### src/rtl/conv_schedule_ctrl_if.sv
// -----------------------------------------------------------------------------
// conv_schedule_ctrl_if
//
// Purpose : Groups the handshake and steering signals of the convolution
//           schedule controller into one bundle.
//
// Signals :
//   window_valid_i   [N_CHANNELS] window buffer c holds a valid window
//   kernel_valid_i   [N_CHANNELS] weights for (kernel_sel_o, c) are valid
//   hold_i           [N_KERNELS]  downstream of kernel k cannot accept a result
//   channel_sel_o    [CW]         channel routed to the conv kernel
//   kernel_sel_o     [KW]         output kernel currently computed
//   acc_en_o                      accumulator captures the conv result
//   acc_clear_o                   with acc_en_o: load instead of add
//   kernel_ack_o     [N_CHANNELS] one-hot: weight word for channel consumed
//   conv_valid_o     [N_KERNELS]  one-hot: accumulator holds final sum for k
//   window_release_o [N_CHANNELS] all-ones: every window buffer may advance
//   frame_done_o                  release of the last window of a frame
//   busy_o                        controller is not waiting
//
// Modports: master = controller side, slave = surrounding datapath side.
// -----------------------------------------------------------------------------
interface conv_schedule_ctrl_if #(
   parameter int N_CHANNELS = 1,
   parameter int N_KERNELS  = 32
);
   localparam int CW = (N_CHANNELS > 1) ? $clog2(N_CHANNELS) : 1;
   localparam int KW = (N_KERNELS  > 1) ? $clog2(N_KERNELS)  : 1;

   logic [N_CHANNELS-1:0] window_valid_i;
   logic [N_CHANNELS-1:0] kernel_valid_i;
   logic [N_KERNELS-1:0]  hold_i;
   logic [CW-1:0]         channel_sel_o;
   logic [KW-1:0]         kernel_sel_o;
   logic                  acc_en_o;
   logic                  acc_clear_o;
   logic [N_CHANNELS-1:0] kernel_ack_o;
   logic [N_KERNELS-1:0]  conv_valid_o;
   logic [N_CHANNELS-1:0] window_release_o;
   logic                  frame_done_o;
   logic                  busy_o;

   modport master (
      input  window_valid_i, kernel_valid_i, hold_i,
      output channel_sel_o, kernel_sel_o, acc_en_o, acc_clear_o,
             kernel_ack_o, conv_valid_o, window_release_o,
             frame_done_o, busy_o
   );

   modport slave (
      output window_valid_i, kernel_valid_i, hold_i,
      input  channel_sel_o, kernel_sel_o, acc_en_o, acc_clear_o,
             kernel_ack_o, conv_valid_o, window_release_o,
             frame_done_o, busy_o
   );
endinterface

### src/rtl/conv_schedule_ctrl.sv
// -----------------------------------------------------------------------------
// conv_schedule_ctrl
//
// Purpose : Sequences a shared single-channel convolution kernel and channel
//           accumulator over every (output kernel, input channel) pair of each
//           input window. For each pair it waits for the channel's window and
//           weights plus a free downstream slot for the kernel, issues one
//           accumulate cycle, and after the last channel emits the kernel's
//           result. After the last kernel it releases the window buffers and
//           counts windows to flag the end of a frame.
//
// Ports   :
//   clock_i  single clock, rising edge
//   reset_i  synchronous, active-high
//   bus      conv_schedule_ctrl_if.master (handshake / steering bundle)
//
// Every output is registered; channel_sel_o and kernel_sel_o are the live
// channel and kernel counters.
// -----------------------------------------------------------------------------
module conv_schedule_ctrl #(
   parameter int N_ROWS      = 28,
   parameter int N_COLS      = 28,
   parameter int N_CHANNELS  = 1,
   parameter int N_KERNELS   = 32,
   parameter int KERNEL_SIZE = 3
) (
   input  logic                 clock_i,
   input  logic                 reset_i,
   conv_schedule_ctrl_if.master bus
);

   localparam int CW = (N_CHANNELS > 1) ? $clog2(N_CHANNELS) : 1;
   localparam int KW = (N_KERNELS  > 1) ? $clog2(N_KERNELS)  : 1;
   localparam int NW = (N_ROWS - KERNEL_SIZE + 1) * (N_COLS - KERNEL_SIZE + 1);
   localparam int WW = (NW > 1) ? $clog2(NW) : 1;

   localparam logic [CW-1:0]         C_LAST = CW'(N_CHANNELS - 1);
   localparam logic [KW-1:0]         K_LAST = KW'(N_KERNELS - 1);
   localparam logic [WW-1:0]         W_LAST = WW'(NW - 1);
   localparam logic [N_CHANNELS-1:0] CH_ONE = N_CHANNELS'(1);
   localparam logic [N_KERNELS-1:0]  KN_ONE = N_KERNELS'(1);

   typedef enum logic [1:0] {
      WAIT = 2'd0,
      MAC  = 2'd1,
      EMIT = 2'd2
   } state_t;

   state_t state_q, state_d;

   logic [KW-1:0] k_q, k_d;
   logic [CW-1:0] c_q, c_d;
   logic [WW-1:0] w_q, w_d;

   logic                  acc_en_q,         acc_en_d;
   logic                  acc_clear_q,      acc_clear_d;
   logic [N_CHANNELS-1:0] kernel_ack_q,     kernel_ack_d;
   logic [N_KERNELS-1:0]  conv_valid_q,     conv_valid_d;
   logic [N_CHANNELS-1:0] window_release_q, window_release_d;
   logic                  frame_done_q,     frame_done_d;
   logic                  busy_q,           busy_d;

   // One-hot decodes of the counters; masking with them avoids bit-selecting
   // the input vectors with a counter that may be wider than needed.
   logic [N_CHANNELS-1:0] c_onehot;
   logic [N_KERNELS-1:0]  k_onehot;
   logic                  pair_ready;

   assign c_onehot   = CH_ONE << c_q;
   assign k_onehot   = KN_ONE << k_q;
   // Only the current kernel's hold bit can stall; hold beats valid.
   assign pair_ready = (|(bus.window_valid_i & bus.kernel_valid_i & c_onehot))
                       && !(|(bus.hold_i & k_onehot));

   // Next-state, counter and output-pulse logic. The pulse outputs are
   // computed for the state being entered so that, once registered, they line
   // up exactly with the MAC / EMIT cycle they belong to.
   always_comb begin
      // NOTE: every signal driven here gets a default first, so no path can
      // leave one unassigned and infer a latch.
      state_d          = state_q;
      k_d              = k_q;
      c_d              = c_q;
      w_d              = w_q;
      acc_en_d         = 1'b0;
      acc_clear_d      = 1'b0;
      kernel_ack_d     = '0;
      conv_valid_d     = '0;
      window_release_d = '0;
      frame_done_d     = 1'b0;

      unique case (state_q)
         WAIT: begin
            if (pair_ready) begin
               state_d      = MAC;
               acc_en_d     = 1'b1;
               acc_clear_d  = (c_q == '0);
               kernel_ack_d = c_onehot;
            end
         end

         MAC: begin
            if (c_q == C_LAST) begin
               // Last channel accumulated: the sum is final in the next cycle.
               state_d      = EMIT;
               conv_valid_d = k_onehot;
               if (k_q == K_LAST) begin
                  window_release_d = '1;
                  frame_done_d     = (w_q == W_LAST);
               end
            end else begin
               state_d = WAIT;
               c_d     = c_q + 1'b1;
            end
         end

         EMIT: begin
            state_d = WAIT;
            c_d     = '0;
            if (k_q == K_LAST) begin
               k_d = '0;
               w_d = (w_q == W_LAST) ? '0 : w_q + 1'b1;
            end else begin
               k_d = k_q + 1'b1;
            end
         end

         default: begin
            state_d = WAIT;
         end
      endcase

      busy_d = (state_d != WAIT);
   end

   // NOTE: state and registered outputs use non-blocking assignments so all
   // of them update together on the edge, independent of statement order.
   always_ff @(posedge clock_i) begin
      if (reset_i) begin
         state_q          <= WAIT;
         k_q              <= '0;
         c_q              <= '0;
         w_q              <= '0;
         acc_en_q         <= 1'b0;
         acc_clear_q      <= 1'b0;
         kernel_ack_q     <= '0;
         conv_valid_q     <= '0;
         window_release_q <= '0;
         frame_done_q     <= 1'b0;
         busy_q           <= 1'b0;
      end else begin
         state_q          <= state_d;
         k_q              <= k_d;
         c_q              <= c_d;
         w_q              <= w_d;
         acc_en_q         <= acc_en_d;
         acc_clear_q      <= acc_clear_d;
         kernel_ack_q     <= kernel_ack_d;
         conv_valid_q     <= conv_valid_d;
         window_release_q <= window_release_d;
         frame_done_q     <= frame_done_d;
         busy_q           <= busy_d;
      end
   end

   assign bus.channel_sel_o    = c_q;
   assign bus.kernel_sel_o     = k_q;
   assign bus.acc_en_o         = acc_en_q;
   assign bus.acc_clear_o      = acc_clear_q;
   assign bus.kernel_ack_o     = kernel_ack_q;
   assign bus.conv_valid_o     = conv_valid_q;
   assign bus.window_release_o = window_release_q;
   assign bus.frame_done_o     = frame_done_q;
   assign bus.busy_o           = busy_q;

endmodule

### src/flat_wrapper.sv
// flat-port wrapper written by rule: the top's interface ports become plain ports
module conv_schedule_ctrl_flat 
#(
   parameter int N_ROWS      = 28,
   parameter int N_COLS      = 28,
   parameter int N_CHANNELS  = 1,
   parameter int N_KERNELS   = 32,
   parameter int KERNEL_SIZE = 3
)
  (clock_i, reset_i, bus_window_valid_i, bus_kernel_valid_i, bus_hold_i, bus_channel_sel_o, bus_kernel_sel_o, bus_acc_en_o, bus_acc_clear_o, bus_kernel_ack_o, bus_conv_valid_o, bus_window_release_o, bus_frame_done_o, bus_busy_o);
  conv_schedule_ctrl_if #(.N_CHANNELS(N_CHANNELS), .N_KERNELS(N_KERNELS)) bus_i ();
  input  logic clock_i;
  input  logic reset_i;
  input wire logic [$bits(bus_i.window_valid_i)-1:0] bus_window_valid_i;
  input wire logic [$bits(bus_i.kernel_valid_i)-1:0] bus_kernel_valid_i;
  input wire logic [$bits(bus_i.hold_i)-1:0] bus_hold_i;
  output wire logic [$bits(bus_i.channel_sel_o)-1:0] bus_channel_sel_o;
  output wire logic [$bits(bus_i.kernel_sel_o)-1:0] bus_kernel_sel_o;
  output wire logic [$bits(bus_i.acc_en_o)-1:0] bus_acc_en_o;
  output wire logic [$bits(bus_i.acc_clear_o)-1:0] bus_acc_clear_o;
  output wire logic [$bits(bus_i.kernel_ack_o)-1:0] bus_kernel_ack_o;
  output wire logic [$bits(bus_i.conv_valid_o)-1:0] bus_conv_valid_o;
  output wire logic [$bits(bus_i.window_release_o)-1:0] bus_window_release_o;
  output wire logic [$bits(bus_i.frame_done_o)-1:0] bus_frame_done_o;
  output wire logic [$bits(bus_i.busy_o)-1:0] bus_busy_o;
  assign bus_i.window_valid_i = bus_window_valid_i;
  assign bus_i.kernel_valid_i = bus_kernel_valid_i;
  assign bus_i.hold_i = bus_hold_i;
  assign bus_channel_sel_o = bus_i.channel_sel_o;
  assign bus_kernel_sel_o = bus_i.kernel_sel_o;
  assign bus_acc_en_o = bus_i.acc_en_o;
  assign bus_acc_clear_o = bus_i.acc_clear_o;
  assign bus_kernel_ack_o = bus_i.kernel_ack_o;
  assign bus_conv_valid_o = bus_i.conv_valid_o;
  assign bus_window_release_o = bus_i.window_release_o;
  assign bus_frame_done_o = bus_i.frame_done_o;
  assign bus_busy_o = bus_i.busy_o;
  conv_schedule_ctrl #(.N_ROWS(N_ROWS), .N_COLS(N_COLS), .N_CHANNELS(N_CHANNELS), .N_KERNELS(N_KERNELS), .KERNEL_SIZE(KERNEL_SIZE)) u_core (.clock_i(clock_i), .reset_i(reset_i), .bus(bus_i));
endmodule
### config.mk
export PLATFORM = sky130hd
export DESIGN_NAME = conv_schedule_ctrl_flat
export DESIGN_NICKNAME = d
export VERILOG_FILES = /design/src/rtl/conv_schedule_ctrl_if.sv /design/src/rtl/conv_schedule_ctrl.sv /design/src/flat_wrapper.sv
export SDC_FILE = /design/constraint.sdc
export NUM_CORES = 1
export LEC_CHECK = 0
export ABC_CLOCK_PERIOD_IN_PS = 2050
export CAP_MARGIN = 20
export CORE_ASPECT_RATIO = 0.75
export CORE_MARGIN = 2
export CORE_UTILIZATION = 40
export CTS_CLUSTER_DIAMETER = 150
export DETAILED_ROUTE_END_ITERATION = 10
export GPL_TIMING_DRIVEN = 0
export PLACE_DENSITY_LB_ADDON = 0.15
export SETUP_SLACK_MARGIN = 0.3
export SLEW_MARGIN = 20
export SYNTH_ARGS = -nofsm -noshare
export SYNTH_HDL_FRONTEND = slang
export SYNTH_SLANG_ARGS = --single-unit
### constraint.sdc
create_clock -name clock_i -period 2.05 [get_ports clock_i]
set_clock_uncertainty 0.2 [all_clocks]
set_input_delay 0.5125 -clock clock_i [delete_from_list [all_inputs] [get_ports clock_i]]
set_output_delay 0.5125 -clock clock_i [all_outputs]
set_load 0.01 [all_outputs]
Word level (Yosys, flattened, before mapping)
Index checks and enable logic that the tools add are counted.
{"block": "word_totals", "regBits": 56, "latchBits": 0, "ram_bits": 0, "mem_bits_ro": 0, "inputBits": 36, "output_inout_bits": 44, "word_cells": 48, "mem_count": 0}
{"block": "classes", "add_sub_neg": 3, "n_mul": 0, "n_div": 0, "n_lt_le_gt_ge": 0, "eq_ne": 4, "shift": 2, "mux": 9, "bitwise": 8, "n_reduce_logical": 11}
{"operator": "$and 32x32->32", "count": 1}
{"operator": "$reduce_or 32->1", "count": 1}
{"operator": "$shl 1x5->32 const A", "count": 1}
{"operator": "$add 10x1->10 const B", "count": 1}
{"operator": "$eq 10x10->1 const B", "count": 1}
{"operator": "$mux 10", "count": 1}
{"operator": "$reduce_or 3->1", "count": 2}
{"operator": "$add 5x1->5 const B", "count": 1}
{"operator": "$eq 5x5->1 const B", "count": 1}
{"operator": "$mux 5", "count": 1}
{"operator": "$not 1->1", "count": 5}
{"operator": "$mux 2", "count": 2}
{"operator": "$pmux 2 s2", "count": 1}
{"operator": "$reduce_bool 2->1", "count": 2}
{"operator": "$reduce_or 4->1", "count": 1}
{"operator": "$mux 1", "count": 3}
{"operator": "$and 1x1->1", "count": 2}
{"operator": "$eq 2x1->1 const B", "count": 1}
{"operator": "$eq 2x2->1 const B", "count": 1}
{"operator": "$logic_not 2->1", "count": 1}
{"operator": "$pmux 1 s2", "count": 1}
{"operator": "$reduce_and 2->1", "count": 1}
{"operator": "$reduce_or 2->1", "count": 1}
{"operator": "$add 1x1->1 const B", "count": 1}
{"operator": "3 further kinds", "count": 3}

Depth between registers and ports, before layout
Gate-level depths: netlist of run 1.
{"block": "depth", "depth_word": 8, "mapped_depth": 10, "ltp_nobuf": 8}

Worst setup path after synthesis of run 1
No wires, ideal clock.
{"block": "synth_path", "path_type": "reg-to-reg", "startpoint": "register u_core.k_q[0], in the netlist u_core.bus.kernel_sel_o[0]", "endpoint": "register u_core.w_q[4]", "setup_ns": 0.126, "arrival_time_ns": 1.782, "slack_ns": -0.058, "path_stages_with_launch": 10, "path_buffers": 1, "period_less_slack_ns": 2.108, "cell_sequence": "dfxtp_1 -> ha_1 -> and3_1 -> ha_1 -> and3b_1 -> buf_2 -> and3_1 -> nand2_1 -> xor2_1 -> nor2_1"}
{"block": "synth_between", "elab_chain_cells": 2}
{"item": "start: declaration", "line_no": "conv_schedule_ctrl.sv:51", "source": "logic [KW-1:0] k_q, k_d;"}
{"item": "start signal: assignment", "line_no": "conv_schedule_ctrl.sv:153", "source": "k_q <= k_d;"}
{"item": "$eq 5x5->1", "line_no": "conv_schedule_ctrl.sv:120", "source": "if (k_q == K_LAST) begin"}
{"item": "$reduce_and 2->1 (no source line)"}
{"item": "end signal: assignment", "line_no": "conv_schedule_ctrl.sv:155", "source": "w_q <= w_d;"}
{"item": "end: declaration", "line_no": "conv_schedule_ctrl.sv:53", "source": "logic [WW-1:0] w_q, w_d;"}
No other way between the ends.
A chain may end at the register's enable or synchronous reset.

Final worst setup path of run 1
{"block": "layout_path", "startpoint": "register u_core.k_q[0], in the netlist u_core.bus.kernel_sel_o[0]", "endpoint": "register u_core.busy_q, in the netlist u_core.bus.busy_o"}
{"block": "layout_between", "elab_chain_cells": 8}
{"item": "$shl 1x5->32", "line_no": "conv_schedule_ctrl.sv:70", "source": "assign k_onehot = KN_ONE << k_q;"}
{"item": "$and 32x32->32", "line_no": "conv_schedule_ctrl.sv:73", "source": "&& !(|(bus.hold_i & k_onehot));"}
{"item": "$reduce_or 32->1", "line_no": "conv_schedule_ctrl.sv:73"}
{"item": "$logic_not 1->1", "line_no": "conv_schedule_ctrl.sv:73"}
{"item": "$logic_and 1x1->1", "line_no": "conv_schedule_ctrl.sv:73"}
{"item": "$mux 2", "line_no": "conv_schedule_ctrl.sv:94", "source": "if (pair_ready) begin"}
{"item": "$pmux 2 s2", "line_no": "conv_schedule_ctrl.sv:92", "source": "unique case (state_q)"}
{"item": "$reduce_bool 2->1", "line_no": "conv_schedule_ctrl.sv:133", "source": "busy_d = (state_d != WAIT);"}
{"item": "end signal: assignment", "line_no": "conv_schedule_ctrl.sv:162", "source": "busy_q <= busy_d;"}
{"item": "end: declaration", "line_no": "conv_schedule_ctrl.sv:61", "source": "logic busy_q, busy_d;"}
No other way between the ends.

==> flow_summary_export.csv, run 1 <==
group,metric,value,unit
run_status,status,"complete, no violations",
synthesis,ys_warn_count,0,
timing,rsz0062_at_grt,"true",
cells_and_area,fin_util,66.6,%
critical_path,cpMaxStageDelayCell,"dfxtp_4",
synthesis,netlist_instances,240,
timing,finalHoldViolations,0,
global_route,overflow,0,
routing,drtIter0Drc,117,
critical_path,cp.depth,9,
synthesis,synth-seq-cells,54,
placed_design,portBuffers,77,
routing,drc,0,
cts,clock_path_buffers,2,
cells_and_area,seqCellArea,0.00110,mm^2
global_route,grt_pass1_wl,9.54,mm
timing,finalSetupViolations,0,
placed_design,placed_cells,392,
floorplan,rows,23,
synthesis,yosysSeqAreaShare,48.5,%
floorplan,dieArea,0.00619,mm^2
synthesis,netlist_area,0.00223,mm^2
global_route,grt_start_max_net_pins,17,
power_and_ir_drop,peakVddDrop,0.000345,V
cells_and_area,multi_input_area,0.00117,mm^2
routing,wl,6.12,mm
timing,timing.fmax,0.502,GHz
critical_path,crit_path_end,"u_core.bus.busy_o",
timing,timing.final.ws_setup,0.0599,ns
routing,firstDrtPassIters,4,
routing,num_vias,2057,
routing,via_per_inst,4.84,
synthesis,synth_edf_count,0,
synthesis,async_reset_ff_share,0,%
cts,clk_pin_slew,0.09,ns
critical_path,path_cells,"inv_4, ha_4, buf_6, buf_12, nand3b_1, o22ai_1, nor3_2, and4_4, nand2b_4",
cts,cts_buffers,5,
critical_path,cp-end-kind,"register",
cells_and_area,syn2layout_area_growth,60.1,%
job,maxCapViolCount,0,
critical_path,crit_family,"simple AND/OR/NAND/NOR gates",
power_and_ir_drop,power.leakage,0.00156,uW
cts,cts_root_buf,"clkbuf_8",
placed_design,place_ws,-0.146,ns
hold_path,hold_path_class,"in -> reg",
global_route,antenna_found_initial,0,
global_route,grt_pass1_vias,1896,
placed_design,routabilityCongestion,0.853,
power_and_ir_drop,power_density,510,mW/mm^2
critical_path,path_buf_inv,3,
cts,clk_latency,0.30,ns
cts,hold_buffers,0,
cts,cts.sinks,54,
routing,drt.antenna.violating_nets,0,
routing,wire_per_inst,14.4,um
floorplan,num_io_pins,80,
placed_design,dp_hpwl,4.34,mm
critical_path,r2r-start,"u_core.bus.kernel_sel_o[0]",
critical_path,arrival,2.04,ns
timing,timing.final.crit_share,97.1,%
cells_and_area,finalNetCount,393,
timing,min_period,1.99,ns
cells_and_area,fin_cells,425,
synthesis,syn_nets,284,
timing,fin_tns_setup,0,ns
critical_path,required,2.10,ns
critical_path,ff2ff_path_depth,9,
synthesis,synth_cell_types,44,
floorplan,die_h,68.6,um
cells_and_area,insertedDiodeCount,0,
cells_and_area,drive_gt1_share,25.4,%
critical_path,slowest_delay,0.42,ns
critical_path,reg2reg_slack,0.06,ns
global_route,track_usage,19.8,%
cts,cts_tree,"built",
critical_path,cp_max_fo,7,
floorplan,core,0.00535,mm^2
synthesis,syn_area_per_cell,9.28,um^2
critical_path,critical_path_class,"reg -> reg",
timing,slew_violations,0,
cells_and_area,fill_cells,442,
floorplan,initial_utilization,41.6,%
critical_path,reg2reg_to,"u_core.bus.busy_o",
cts,htree_levels,2,
critical_path,critical_path.startpoint,"u_core.bus.kernel_sel_o[0]",
synthesis,synth_top_flop_cell,"dfxtp_1",
floorplan,die_w,90.2,um
critical_path,start_kind,"register",
-- metrics by stage --
step	power (uW)	instance area (um^2)	hold slack, ns
final	1820	3560	0.302
after global placement	1190	3170	0.253
after global routing	1890	3560	0.291
after floorplan	1110	2310	0.244
after CTS	1840	3460	0.280
after detailed placement	1190	3170	0.265
-- Yosys cell counts, types with 4 or more instances --
cell	instances	area share, %
xor2_1	7	2.8
nor3_1	4	0.90
mux2i_1	9	4.0
inv_1	6	1.0
buf_6	5	2.5
a21oi_1	7	1.6
nand4_1	4	1.1
nand2_1	30	5.1
nand3b_1	5	1.7
buf_2	5	1.1
nor2_1	47	7.9
ha_1	8	4.5
and3_1	7	2.0
dfxtp_1	54	49
-- power breakdown --
part | total (uW) | switching [uW] | internal (uW) | leakage [uW]
Combinational | 125 | 39.7 | 85.6 | 0.00107
Sequential | 1050 | 3.68 | 1050 | 0.000440
Clock | 642 | 332 | 311 | 0.0000561
Total | 1820 | 375 | 1440 | 0.00156
-- repair_timing --
action / CTS / global route
pin swaps: 13 / 11
setup buffers: 21 / 4
resized for setup: 67 / 21
endpoints found under the hold margin: 0 / 0
gates cloned: 0 / 0
setup endpoints to repair: 59 / 21
-- layout make-up --
type,count,area share (%)
multi-input cells,167,32.9
flip-flops and latches,54,30.9
repair buffers,102,26.4
plain buffers,13,3.65
clock buffers,6,2.63
well taps,75,2.63
inverters,6,0.702
clock inverters,2,0.281
-- worst register-to-register path: stages, from the launching register on --
cell and delay [ns]:
dfxtp_4 0.42, inv_4 0.06, ha_4 0.15, buf_6 0.12, buf_12 0.12, nand3b_1 0.12, o22ai_1 0.12, nor3_2 0.25
and4_4 0.26, nand2b_4 0.11
-- worst min-delay path by stage --
stage               endpoint          start  cells after the start  slack [ns]
3_3_place_gp   u_core.w_q[1]  u_core.w_q[1]                      2        0.25
6_report       u_core.w_q[1]        reset_i                      2        0.30
3_5_place_dp   u_core.w_q[1]  u_core.w_q[1]                      2        0.26
2_1_floorplan  u_core.w_q[1]  u_core.w_q[1]                      2        0.24
4_1_cts        u_core.w_q[1]  u_core.w_q[1]                      2        0.28
5_1_grt        u_core.w_q[1]        reset_i                      2        0.29
-- placed cells by master, fill, tap and decap left out, types with 5 or more instances in the layout --
master,synthesis,layout
clkbuf_8,0,5
buf_4,3,21
nand2_1,30,25
dlygate4sd2_1,0,38
a21oi_1,7,5
buf_6,5,13
xor2_1,7,7
and3_1,7,5
mux2i_1,9,9
ha_4,0,5
nor2_1,47,47
dfxtp_1,54,46
nand3b_1,5,5
clkdlybuf4s50_1,0,34
-- per-layer routing --
layer	vias up	GRT usage [%]	share of wire, %	wire length, um
met2	65	31.2	44	2680
met1	966	27.2	49	2990
met4	0	5.77	0.47	29
met5	-	0	0	0
li1	1024	-	-	-
met3	2	5.11	6.8	417
-- logic make-up (layout without fill, tap and decap cells) --
logic type / count (synthesis) / after routing / synth area share (%)
buffers and inverters: 19 / 129 / 5.67
AOI/OAI and AO/OA: 26 / 26 / 8.65
adders and majority gates: 8 / 8 / 4.49
other: 1 / 1 / 0.168
muxes: 9 / 9 / 4.05
DFF: 54 / 54 / 48.5
xor gates and xnor gates: 8 / 8 / 3.15
and+or+nand+nor: 115 / 115 / 25.3
-- sequential cells by signal, indices dropped and copies added (netlist names) --
register and count:
u_core.bus.acc_en_o 1, u_core.bus.conv_valid_o 32, u_core.bus.kernel_ack_o 1, u_core.bus.frame_done_o 1, u_core.bus.busy_o 1, u_core.bus.kernel_sel_o 5
u_core.bus.window_release_o 1, u_core.w_q 10, u_core.state_q 2
Note: power is estimated with default switching activity, not from simulation.
==> inputs of run 2 (changes only) <==
--- a/constraint.sdc
+++ b/constraint.sdc
@@ -4,2 +4,2 @@
 set_output_delay 0.5125 -clock clock_i [all_outputs]
-set_load 0.01 [all_outputs]
+set_load 0.005 [all_outputs]
==> run 2 against run 1 <==
Effect of this change: sequential power barely moved; first-iteration DRC count down 5.1%; non-clock buffer count decreased by 2; hold slack improved by 0.010 ns; die area unchanged; critical path depth unchanged; fmax rose by 0.89%; power is 3.2% higher; setup slack improved by 0.018 ns; largest cell class unchanged; highest routed layer unchanged.
==> flow_summary_export.csv, run 2 (synthesis results as in run 1) <==
group,metric,value,unit
routing,via_per_inst,4.85,
routing,wl,6.14,mm
critical_path,start_kind,"register",
placed_design,routabilityCongestion,0.836,
timing,slew_violations,0,
hold_path,hold_path_class,"in -> reg",
cts,clk_latency,0.31,ns
global_route,grt_pass1_wl,9.49,mm
timing,finalHoldViolations,0,
global_route,track_usage,19.8,%
cells_and_area,final_common_cell,"nor2_1",
cells_and_area,drive_gt1_share,24.4,%
global_route,grt_start_max_net_pins,17,
cells_and_area,fin_util,65.8,%
cts,cts_root_buf,"clkbuf_8",
cells_and_area,syn2layout_area_growth,58.3,%
critical_path,cp-end-kind,"register",
placed_design,dp_hpwl,4.41,mm
cts,cts.sinks,54,
global_route,overflow,0,
placed_design,portBuffers,77,
floorplan,core,0.00535,mm^2
timing,min_period,1.97,ns
cts,cts_tree,"built",
critical_path,required,2.05,ns
cts,htree_levels,2,
global_route,grt_pass1_vias,1962,
timing,timing.fmax,0.507,GHz
floorplan,die_h,68.6,um
global_route,antenna_found_initial,0,
floorplan,initial_utilization,41.6,%
power_and_ir_drop,peakVddDrop,0.000340,V
timing,rsz0062_at_grt,"true",
routing,wire_per_inst,14.5,um
routing,num_vias,2050,
cells_and_area,layout_common_cells,"nor2_1 (47), dfxtp_1 (45), dlygate4sd2_1 (41), clkdlybuf4s50_1 (34), nand2_1 (25)",
run_status,status,"complete, no violations",
power_and_ir_drop,power_density,533,mW/mm^2
routing,drtIter0Drc,111,
critical_path,cp_max_fo,6,
cts,clock_path_buffers,2,
cts,cts_buffers,5,
floorplan,dieArea,0.00619,mm^2
power_and_ir_drop,power.leakage,0.00152,uW
cells_and_area,finalNetCount,391,
timing,timing.final.ws_setup,0.0775,ns
floorplan,rows,23,
cells_and_area,fill_cells,476,
placed_design,place_ws,-0.126,ns
routing,firstDrtPassIters,4,
critical_path,arrival,1.97,ns
critical_path,critical_path_class,"reg -> reg",
floorplan,num_io_pins,80,
floorplan,die_w,90.2,um
routing,drc,0,
routing,drt.antenna.violating_nets,0,
cells_and_area,insertedDiodeCount,0,
timing,timing.final.crit_share,96.2,%
cells_and_area,largest_reg_flops,32,
timing,finalSetupViolations,0,
cts,clk_pin_slew,0.10,ns
job,maxCapViolCount,0,
power_and_ir_drop,power,1880,uW
## run 2: changes by cell type in the layout (fill, tap and decap cells not counted), moves of 2 or more
| cell | delta |
|---|---|
| buf_6 | -5 |
| o21ai_1 | -2 |
| dlygate4sd2_1 | +3 |
| buf_4 | +2 |
| clkinv_2 | -2 |
## run 2: final timing paths
check	from	end	slack (ns)	cells after the start
hold reg to reg	u_core.w_q[0]	u_core.w_q[0]	0.33	2
setup / recovery	u_core.bus.kernel_sel_o[1]	u_core.w_q[6]	0.08	9
setup reg to reg	u_core.bus.kernel_sel_o[1]	u_core.w_q[6]	0.08	9
hold / removal	reset_i	u_core.bus.kernel_sel_o[0]	0.31	2
## run 2: layout make-up
cell class                      count  area [um^2]  area share, %
Buffer                             13          134           3.80
Clock buffer                        6         72.6           2.06
Clock inverter                      2         36.3           1.03
Inverter                            6         25.0          0.710
Multi-Input combinational cell    167         1160           33.0
Sequential cell                    54         1100           31.3
Tap cell                           75         93.8           2.66
Timing Repair Buffer              100          898           25.5
## run 2: report_power, final
group / leakage [uW] / switching, uW / internal (uW)
Sequential: 0.000441 / 3.11 / 1050
Clock: 0.0000557 / 337 / 366
Combinational: 0.00102 / 38.0 / 86.0
Total: 0.00152 / 378 / 1500
## run 2: worst max-delay path: stages (launching register included)
cell and delay (ns):
dfxtp_4 0.39, ha_4 0.17, and3_4 0.18, ha_4 0.16, and3b_1 0.17, buf_6 0.13
and3_4 0.18, nand2_2 0.06, xor2_1 0.16, nor2_1 0.06
## run 2: metrics by stage
step                hold slack (ns)  setup TNS (ns)  cell area [um^2]  instances
global route                  0.321        -0.00481              3520        423
finish                        0.312               0              3520        423
global placement              0.254          -0.247              3140        392
floorplan                     0.244               0              2280        240
CTS                           0.298               0              3450        417
detailed placement            0.266          -0.245              3140        392
## run 2: timing repair
action                                  in CTS  in global routing
setup buffers                               17                  6
pin swaps                                   12                 16
hold buffers                                 0                  0
endpoints found under the setup margin      58                 17
resized for setup                           76                 13
## run 2: per-layer routing
metal | vias to the layer above | part of all wire, % | GRT usage (%)
li1 | 1024 | - | -
met2 | 69 | 44 | 32.0
met5 | - | 0 | 0
met4 | 0 | 0.78 | 6.54
met1 | 953 | 47 | 26.6
met3 | 4 | 7.5 | 4.89
